[src/rtl/rast_pkg.sv]
`default_nettype none
// ============================================================================
//  Module      : rast_pkg
//  Description : Shared types and sizing for the triangle stream driver.
//                Holds the geometry/colour widths, the packed triangle
//                entry carried through the buffer, the driver state enum
//                and a saturating counter helper.
//  Revision    : 1.0  initial release
// ============================================================================
package rast_pkg;

    localparam int SIGFIG = 24;   // bits per coordinate / colour channel
    localparam int RADIX  = 10;   // fraction bits in a coordinate
    localparam int VERTS  = 3;    // vertices per triangle
    localparam int AXIS   = 3;    // axes per vertex (x, y, z)
    localparam int COLORS = 3;    // colour channels

    typedef logic signed [VERTS-1:0][AXIS-1:0][SIGFIG-1:0] tri_pos_t;
    typedef logic        [COLORS-1:0][SIGFIG-1:0]          tri_color_t;

    // One buffered triangle. The last flag rides with its triangle so the
    // frame end is recognised when that exact triangle leaves the block.
    typedef struct packed {
        tri_pos_t   tri_pos;
        tri_color_t color;
        logic       last;
    } tri_entry_t;

    localparam int ENTRY_W = $bits(tri_entry_t);

    typedef enum logic [1:0] {
        ST_IDLE  = 2'd0,
        ST_RUN   = 2'd1,
        ST_DRAIN = 2'd2,
        ST_DONE  = 2'd3
    } drv_state_t;

    // Increment that sticks at all-ones instead of wrapping.
    function automatic logic [31:0] sat_inc32(input logic [31:0] v);
        return (v == 32'hFFFF_FFFF) ? v : (v + 32'd1);
    endfunction

endpackage
`default_nettype wire

[src/rtl/tri_fifo.sv]
`default_nettype none
// ============================================================================
//  Module      : tri_fifo
//  Description : Synchronous FIFO for triangle entries. Pointers carry one
//                extra wrap bit, so equal pointers mean empty and pointers
//                differing only in the wrap bit mean full.
//  Ports       : clk, rst (async, active-low)
//                push/din   - write side, ignored when full
//                pop/dout   - read side, dout shows the head, ignored when empty
//                full/empty - occupancy flags derived from registered pointers
//  Revision    : 1.0  initial release
// ============================================================================
module tri_fifo #(
    parameter int WIDTH = 8,
    parameter int DEPTH = 4
) (
    input  logic             clk,
    input  logic             rst,
    input  logic             push,
    input  logic [WIDTH-1:0] din,
    input  logic             pop,
    output logic [WIDTH-1:0] dout,
    output logic             full,
    output logic             empty
);

    localparam int AW = $clog2(DEPTH);
    localparam logic [AW:0] PTR_ONE = (AW + 1)'(1);

    logic [AW:0]      wr_ptr_q;
    logic [AW:0]      rd_ptr_q;
    logic [WIDTH-1:0] mem_q [DEPTH];
    logic             push_ok;
    logic             pop_ok;

    assign empty = (wr_ptr_q == rd_ptr_q);
    assign full  = (wr_ptr_q[AW] != rd_ptr_q[AW]) &&
                   (wr_ptr_q[AW-1:0] == rd_ptr_q[AW-1:0]);

    // Guarding here makes overflow/underflow impossible whatever the caller does.
    assign push_ok = push && !full;
    assign pop_ok  = pop  && !empty;

    always_ff @(posedge clk or negedge rst) begin
        if (!rst) begin
            wr_ptr_q <= '0;
            rd_ptr_q <= '0;
        end else begin
            if (push_ok) wr_ptr_q <= wr_ptr_q + PTR_ONE;
            if (pop_ok)  rd_ptr_q <= rd_ptr_q + PTR_ONE;
        end
    end

    // Storage needs no reset: occupancy is defined purely by the pointers.
    always_ff @(posedge clk) begin
        if (push_ok) mem_q[wr_ptr_q[AW-1:0]] <= din;
    end

    assign dout = mem_q[rd_ptr_q[AW-1:0]];

endmodule
`default_nettype wire

[src/rtl/tri_stream_drv.sv]
`default_nettype none
// ============================================================================
//  Module      : tri_stream_drv
//  Description : Buffers host triangles and streams them to the rasterizer
//                one per cycle through a registered R10 output stage that
//                holds while the rasterizer halts. A small frame FSM
//                (IDLE/RUN/DRAIN/DONE) gates host intake, latches the frame
//                configuration and counts consumed triangles.
//  Ports       : clk, rst (async, active-low)
//                start, cfg_screen, cfg_subSample - frame launch + config
//                in_valid/in_ready/in_tri/in_color/in_last - host stream
//                halt_RnnnnL - low stalls the rasterizer
//                tri_R10S/color_R10U/validTri_R10H - rasterizer stream
//                screen_RnnnnS/subSample_RnnnnU - latched configuration
//                busy, done, tri_count - frame status
//  Revision    : 1.0  initial release
// ============================================================================
module tri_stream_drv #(
    parameter int SIGFIG     = rast_pkg::SIGFIG,
    parameter int RADIX      = rast_pkg::RADIX,
    parameter int VERTS      = rast_pkg::VERTS,
    parameter int AXIS       = rast_pkg::AXIS,
    parameter int COLORS     = rast_pkg::COLORS,
    parameter int FIFO_DEPTH = 4
) (
    input  logic                                          clk,
    input  logic                                          rst,
    input  logic                                          start,
    input  logic signed [1:0][SIGFIG-1:0]                 cfg_screen,
    input  logic        [3:0]                             cfg_subSample,
    input  logic                                          in_valid,
    output logic                                          in_ready,
    input  logic signed [VERTS-1:0][AXIS-1:0][SIGFIG-1:0] in_tri,
    input  logic        [COLORS-1:0][SIGFIG-1:0]          in_color,
    input  logic                                          in_last,
    input  logic                                          halt_RnnnnL,
    output logic signed [VERTS-1:0][AXIS-1:0][SIGFIG-1:0] tri_R10S,
    output logic        [COLORS-1:0][SIGFIG-1:0]          color_R10U,
    output logic                                          validTri_R10H,
    output logic signed [1:0][SIGFIG-1:0]                 screen_RnnnnS,
    output logic        [3:0]                             subSample_RnnnnU,
    output logic                                          busy,
    output logic                                          done,
    output logic        [31:0]                            tri_count
);

    import rast_pkg::*;

    // ------------------------------------------------------------------
    // Elaboration guards: the entry struct is sized by the package, so
    // the module geometry must agree with it.
    // ------------------------------------------------------------------
    if ((FIFO_DEPTH < 2) || ((FIFO_DEPTH & (FIFO_DEPTH - 1)) != 0)) begin : g_bad_depth
        $error("tri_stream_drv: FIFO_DEPTH must be a power of two and at least 2");
    end

    if ((SIGFIG != rast_pkg::SIGFIG) || (RADIX != rast_pkg::RADIX) ||
        (VERTS != rast_pkg::VERTS) || (AXIS != rast_pkg::AXIS) ||
        (COLORS != rast_pkg::COLORS) || (RADIX >= SIGFIG)) begin : g_bad_geometry
        $error("tri_stream_drv: geometry parameters disagree with rast_pkg");
    end

    // ------------------------------------------------------------------
    // Declarations
    // ------------------------------------------------------------------
    drv_state_t                  state_q;
    drv_state_t                  state_d;
    tri_entry_t                  out_q;          // R10 output stage
    logic                        out_valid_q;
    logic signed [1:0][SIGFIG-1:0] screen_q;
    logic [3:0]                  subsample_q;
    logic [31:0]                 count_q;
    logic                        busy_q;
    logic                        done_q;

    tri_entry_t                  push_entry;
    tri_entry_t                  head_entry;
    logic                        fifo_full;
    logic                        fifo_empty;
    logic                        fifo_push;
    logic                        fifo_pop;
    logic                        start_ok;
    logic                        consume;
    logic                        load_out;

    // ------------------------------------------------------------------
    // Handshakes
    // ------------------------------------------------------------------
    // in_ready comes only from registered state, so a pop in the current
    // cycle cannot open the door for a push in the same cycle.
    assign in_ready  = (state_q == ST_RUN) && !fifo_full;
    assign fifo_push = in_valid && in_ready;

    assign consume   = out_valid_q && halt_RnnnnL;
    // The output stage refills when it is empty or its content is leaving,
    // which sustains one triangle per cycle.
    assign load_out  = !out_valid_q || consume;
    assign fifo_pop  = load_out && !fifo_empty;

    assign start_ok  = start && ((state_q == ST_IDLE) || (state_q == ST_DONE));

    assign push_entry.tri_pos = in_tri;
    assign push_entry.color   = in_color;
    assign push_entry.last    = in_last;

    // ------------------------------------------------------------------
    // Triangle buffer
    // ------------------------------------------------------------------
    tri_fifo #(
        .WIDTH (ENTRY_W),
        .DEPTH (FIFO_DEPTH)
    ) u_tri_fifo (
        .clk   (clk),
        .rst   (rst),
        .push  (fifo_push),
        .din   (push_entry),
        .pop   (fifo_pop),
        .dout  (head_entry),
        .full  (fifo_full),
        .empty (fifo_empty)
    );

    // ------------------------------------------------------------------
    // Frame state next-state
    // ------------------------------------------------------------------
    always_comb begin
        state_d = state_q;
        case (state_q)
            ST_IDLE,
            ST_DONE:  if (start_ok) state_d = ST_RUN;
            ST_RUN:   if (fifo_push && in_last) state_d = ST_DRAIN;
            // Only the tagged triangle leaving the output stage ends the frame.
            ST_DRAIN: if (consume && out_q.last) state_d = ST_DONE;
            default:  state_d = ST_IDLE;
        endcase
    end

    // ------------------------------------------------------------------
    // State, output stage, configuration and counter
    // ------------------------------------------------------------------
    always_ff @(posedge clk or negedge rst) begin
        if (!rst) begin
            state_q     <= ST_IDLE;
            out_q       <= '0;
            out_valid_q <= 1'b0;
            screen_q    <= '0;
            subsample_q <= '0;
            count_q     <= '0;
            busy_q      <= 1'b0;
            done_q      <= 1'b0;
        end else begin
            state_q <= state_d;
            busy_q  <= (state_d == ST_RUN) || (state_d == ST_DRAIN);
            done_q  <= (state_d == ST_DONE);

            if (start_ok) begin
                screen_q    <= cfg_screen;
                subsample_q <= cfg_subSample;
            end

            if (start_ok) begin
                count_q <= '0;
            end else if (consume) begin
                count_q <= sat_inc32(count_q);
            end

            // Data only moves on a load; while halted with valid data the
            // whole stage, including the valid bit, is left untouched.
            if (load_out) begin
                out_valid_q <= !fifo_empty;
                if (!fifo_empty) out_q <= head_entry;
            end
        end
    end

    // ------------------------------------------------------------------
    // Outputs
    // ------------------------------------------------------------------
    assign tri_R10S         = out_q.tri_pos;
    assign color_R10U       = out_q.color;
    assign validTri_R10H    = out_valid_q;
    assign screen_RnnnnS    = screen_q;
    assign subSample_RnnnnU = subsample_q;
    assign busy             = busy_q;
    assign done             = done_q;
    assign tri_count        = count_q;

endmodule
`default_nettype wire
[config.mk]
export PLATFORM = sky130hd
export DESIGN_NAME = tri_stream_drv
export DESIGN_NICKNAME = d
export VERILOG_FILES = /design/src/rtl/rast_pkg.sv /design/src/rtl/tri_fifo.sv /design/src/rtl/tri_stream_drv.sv
export SDC_FILE = /design/constraint.sdc
export NUM_CORES = 2
export LEC_CHECK = 0
export CAP_MARGIN = 20
export CORE_MARGIN = 1.5
export CORE_UTILIZATION = 56
export DETAILED_ROUTE_END_ITERATION = 8
export GPL_TIMING_DRIVEN = 0
export PLACE_DENSITY = 0.81
export SLEW_MARGIN = 10
export SYNTH_ARGS = -nofsm -noshare
export SYNTH_HDL_FRONTEND = slang
export SYNTH_HIERARCHICAL = 1
export SYNTH_SLANG_ARGS = --single-unit
[constraint.sdc]
create_clock -name clk -period 13.48 [get_ports clk]
set_input_delay 2.696 -clock clk [delete_from_list [all_inputs] [get_ports clk]]
set_output_delay 2.696 -clock clk [all_outputs]
set_load 0.05 [all_outputs]
==> results.json <==
{
  "outcome": "finished, final reports clean",
  "arrival_ps": 3070,
  "synth_edf_count": 1156,
  "synth-compound-area-share": 0.00909,
  "dr.pass1.iters": 5,
  "syn_area_sq_mm": 0.0591,
  "power_mw": 18.7,
  "crit_end": "in_ready",
  "finalHoldViolations": 0,
  "synth_seq_cells": 1540,
  "multiInputGateArea_sq_mm": 0.0118,
  "clock_latency_ps": 770,
  "r2r_cells": 9,
  "yosys.area_share.simple": 0.0203,
  "antenna_found_initial": 46,
  "path_cells": "buf_2, buf_6, xnor2_2, nand3_1, inv_1, nor2b_1, clkdlybuf4s50_1",
  "ys_seq_area_frac": 0.751,
  "dr_total_vias": 30400,
  "rsz0062_at_grt": "false",
  "gp_congestion": 0.984,
  "final_cells": 5366,
  "path_delay_family": "buffers and inverters",
  "setup_viol": 0,
  "path_clk_slew_ps": 60,
  "start_kind": "flip-flop",
  "fp-row-count": 118,
  "critPathRequiredTime_ps": 10780,
  "final.setup.worst_slack_ps": 7710,
  "nNetsFinal": 4172,
  "clk_path_buf_depth": 3,
  "start_util": 0.567,
  "synthArstFlopShare": 0.249,
  "worst_slew_pin_slew_ps": 1140,
  "fin_crit_sh": 0.428,
  "critical_path_class": "flip-flop to output port",
  "r2r_slack_ps": 9290,
  "ir_drop_uv": 225,
  "period_minus_slack_ps": 5770,
  "min_path_type": "flip-flop to flip-flop",
  "critPathMaxStageDelay_ps": 840,
  "leakage_nw": 26.4,
  "startpoint": "u_tri_fifo/rd_ptr_q[0]",
  "cts_htree_levels": 4,
  "grt_pass1_wl_um": 211000,
  "cp_max_fo": 10,
  "fillers": 6076,
  "max_freq_mhz": 173,
  "syn_inst": 2900,
  "seq_area_sq_mm": 0.0443,
  "dieArea_sq_mm": 0.107,
  "dp_slack_ps": 7130,
  "grt_max_degree": 101,
  "core_sq_mm": 0.104,
  "drv_cap": 0,
  "slew_headroom": 0.241,
  "die_x_um": 328,
  "synth_top_family_by_area": "multiplexers",
  "vias_per_cell": 5.67,
  "wl_per_cell_um": 27.0,
  "ys.flop_type": "edfxtp_1",
  "drt_iter0_markers": 2257,
  "dpl_cell_area_sq_mm": 0.0691,
  "worst-path-buf-inv": 4,
  "ys_warn_count": 6,
  "placedCellCount": 5041,
  "io_buffers": 721,
  "power_density_mw_per_mm2": 252,
  "syn_area_per_cell_sq_um": 20.4,
  "synthXorXnorAreaFrac": 0.00280,
  "die_h_um": 328,
  "ctsResizeCount": 0,
  "end_kind": "output port",
  "cts_setup_buffers": 0,
  "io_pins": 722,
  "final_common_cell": "edfxtp_1",
  "synth.mux.area_fraction": 0.165,
  "reg2reg_from": "u_tri_fifo/rd_ptr_q[0]",
  "drc_errors": 0,
  "cts_buffers": 154,
  "layout_common_cells": "edfxtp_1 (1,156), clkdlybuf4s50_1 (720), dfrtp_1 (384)",
  "drive_gt1_frac": 0.313,
  "groute.usage.overall": 0.271,
  "path_depth": 7,
  "syn_nets": 3255,
  "cts_root_buf": "clkbuf_16",
  "synthAdderAreaFrac": 0.00191,
  "wl_um": 145000,
  "grt_overflow": 0,
  "drv_slew": 0,
  "crit_slowest_cell": "clkdlybuf4s50_1",
  "r2r_end": "tri_R10S[196]",
  "fin_area_sq_mm": 0.0743,
  "first_global_vias": 32300,
  "antenna_left": 0,
  "hold_buffers": 0,
  "hpwl_um": 94900,
  "synthToLayoutAreaGrowth_pct": 25.9,
  "fin_worst_skew_ps": 36.4,
  "cts_tree": "yes",
  "tns_ps": 0,
  "cts.sink_count": 1540,
  "yosysUniqueCellTypes": 59
}
area by class of cell:
type	count	share of cell area
inverters	12	0.000606
well taps	1380	0.0232
repair buffers	761	0.111
diodes	37	0.00125
clock inverters	68	0.0105
plain buffers	405	0.0391
clock buffers	220	0.0590
multi-input cells	943	0.159
flip-flops and latches	1540	0.596
state kept, by name, summed over array words and instances, names as in the netlist:
name,count
u_tri_fifo/wr_ptr_q,3
u_tri_fifo/rd_ptr_q,3
subSample_RnnnnU,4
busy,1
state_q,2
validTri_R10H,1
screen_RnnnnS,48
color_R10U,72
out_q,1
tri_count,32
tri_R10S,216
u_tri_fifo/mem_q,1156
done,1
per-layer routing:
metal  vias to the layer above  wire length (um)  GRT usage
li1                      13000                 -          -
met1                     15900             51100      0.319
met2                      1196             75100      0.458
met3                       284             11100     0.0740
met4                        18              7350      0.143
met5                         -               120          0
synthesized netlist by cell type, types with 3 or more instances:
library cell | count | area (sq um)
a21boi_0 | 3 | 22.5
a21oi_1 | 21 | 105
and3_1 | 5 | 31.3
and4_1 | 3 | 26.3
buf_1 | 3 | 11.3
buf_2 | 44 | 220
buf_4 | 288 | 2160
buf_6 | 32 | 360
clkbuf_1 | 36 | 135
dfrtp_1 | 384 | 9610
edfxtp_1 | 1156 | 34700
ha_1 | 9 | 113
inv_1 | 12 | 45.0
mux2_2 | 289 | 3250
mux4_2 | 289 | 6510
nand2_1 | 177 | 664
nand3_1 | 15 | 75.1
nand4_1 | 9 | 56.3
nor2_1 | 14 | 52.6
nor3_1 | 6 | 30.0
nor4_1 | 3 | 18.8
o2111ai_1 | 3 | 26.3
o211ai_1 | 5 | 37.5
o21a_1 | 5 | 37.5
o21ai_0 | 13 | 65.1
o311ai_0 | 3 | 26.3
o31ai_1 | 13 | 97.6
or3_1 | 10 | 62.6
or4_1 | 4 | 30.0
or4_2 | 3 | 26.3
xnor2_1 | 7 | 61.3
xor2_1 | 5 | 43.8
per-stage QoR:
step / utilization / hold WS, ps
floorplan: - / 480
CTS: 0.713 / 476
global route: 0.714 / 494
detailed placement: 0.663 / 461
finish: 0.714 / 471
global placement: 0.653 / 460
cells by family after synthesis:
group / after synthesis
fa+ha+maj: 9
flops: 1540
xor+xnor: 15
compound gates: 78
buf+inv: 417
simple gates: 263
mux: 578
power by group:
group          internal, mW  leakage (nW)  switching (mW)  total (mW)
Clock                  2.53          2.53            1.79        4.32
Combinational          3.29          8.84            4.37        7.66
Sequential             6.27          15.1           0.451        6.73
worst register-to-register path: stages (launching register included):
cell and delay [ps]:
dfrtp_1 350, buf_2 160, buf_6 250, xor2_4 270
nor3_1 150, a21oi_1 520, clkbuf_1 800, clkbuf_1 660
buf_2 510, mux2_2 400
how the worst min path moves through the flow:
stage                            from                 to  slack [ps]  cells after the start
floorplan                    out_q[0]           out_q[0]         480                      1
global placement    screen_RnnnnS[40]  screen_RnnnnS[40]         460                      2
detailed placement  screen_RnnnnS[37]  screen_RnnnnS[37]         460                      2
CTS                 screen_RnnnnS[46]  screen_RnnnnS[46]         480                      2
global route        screen_RnnnnS[39]  screen_RnnnnS[39]         490                      2
finish              screen_RnnnnS[33]  screen_RnnnnS[33]         470                      2
No activity file was read; power rests on OpenSTA's default activity.
==> RTL edit (same settings) <==
Encoding of `drv_state_t`: now one-hot (4 bits for 4 states).
--- a/src/rtl/rast_pkg.sv
+++ b/src/rtl/rast_pkg.sv
@@ -28,11 +28,11 @@
 
     localparam int ENTRY_W = $bits(tri_entry_t);
 
-    typedef enum logic [1:0] {
-        ST_IDLE  = 2'd0,
-        ST_RUN   = 2'd1,
-        ST_DRAIN = 2'd2,
-        ST_DONE  = 2'd3
+    typedef enum logic [3:0] {
+        ST_IDLE  = 4'b0001,
+        ST_RUN   = 4'b0010,
+        ST_DRAIN = 4'b0100,
+        ST_DONE  = 4'b1000
     } drv_state_t;
 
     // Increment that sticks at all-ones instead of wrapping.
Formal check against the unedited RTL: same outputs for any inputs over 4 cycles, from zero or initial values and one cycle with rst low; so few cycles prove little.
==> RTL edit against the original RTL <==
Critical path depth is the same; worst hold slack better by 0.0047 ns; wire length down 2.5%; design area grew 0.23%; final cell count up 0.75%; synthesized area up 0.31%; register-to-register slack gained 0.05 ns; power decreased by 6.7%; clock skew is 0.016 ns lower; setup slack got worse by 0.12 ns; sequential cell count grew 2; critical path type unchanged; largest power group unchanged; highest routed layer unchanged.
==> RTL edit: results (changes against the original RTL) <==
- Final WS setup: 7.60 ns (-0.117 ns)
- Clock buf/inv share: 6.86% (-0.095 points)
- Lkg Pwr: 26.5 nW (+0.20%)
- Signal buffers: 1173 (+0.60%)
- Half-perimeter wire length after placement: 93700 um (-1.2%)
- ANT cells: 30 (-19%)
- Area of the multi-input gates: 11900 um2 (+1.1%)
- Ranking of synthesized cells by area: edfxtp_1 59%, dfrtp_1 16%, mux4_2 11%
- Worst r2r dst: tri_R10S[193]$_DFFE_PN0P_
- XOR/XNOR Fraction of Synth Area: 0.308% (+0.029 points)
- Largest net degree at the start of global routing: 97 (-4.0%)
- Reg area: 44400 um2 (+0.12%)
- Initial antenna violation count: 49 (+6.5%)
- Met3 WL: 10700 um (-4.0%)
- Status: complete, no violations
- Num CTS Buffers: 156 (+1.3%)
- Detailed Route Iter0 Violations: 2043 (-9.5%)
- Slew margin rel.: 34.5% (+10 points)
- Multiplexer area fraction after synthesis: 16.5% (-0.017 points)
- Unique cell type count in the Yosys netlist: 56 (-5.1%)
- Clock Latency Late Sink: 0.75 ns (-0.02 ns)
- Placed Cells: 5081 (+0.79%)
- Vias per Instance: 5.64 (-0.50%)
- DP Area: 69300 um2 (+0.34%)
- Synth Area in Compound Gates: 0.773% (-0.14 points)
- CP max stage delay: 0.98 ns (+0.14 ns)
- Synth Instances: 2927 (+0.93%)
- WL met1: 50600 um (-1.0%)
RTL edit: report_power, final:
group / internal (mW) / switching (mW) / leakage, nW / total, mW
combinational: 3.06 / 3.96 / 8.97 / 7.02
sequential: 5.83 / 0.356 / 15.0 / 6.18
clock: 2.46 / 1.79 / 2.49 / 4.26
total: 11.4 / 6.11 / 26.5 / 17.5
RTL edit: logic make-up after synthesis:
family	count (synthesis)
xor+xnor	17
buf+inv	418
flops	1542
mux	580
fa+ha+maj	6
compound gates	71
simple gates	293
RTL edit: layer usage:
metal / GRT usage [%] / vias to the layer above
li1: - / 13100
met3: 7.46 / 309
met4: 13.5 / 32
met5: 0 / -
met2: 44.1 / 1146
met1: 31.2 / 15900
RTL edit: stage by stage:
step / TNS [ns] / hold WS (ns) / util [%]
finish: 0 / 0.476 / 70.9
global route: 0 / 0.495 / 70.9
CTS: 0 / 0.477 / 70.8
detailed placement: 0 / 0.463 / 65.9
global placement: -8391.31 / 0.460 / 64.9
floorplan: 0 / 0.482 / -
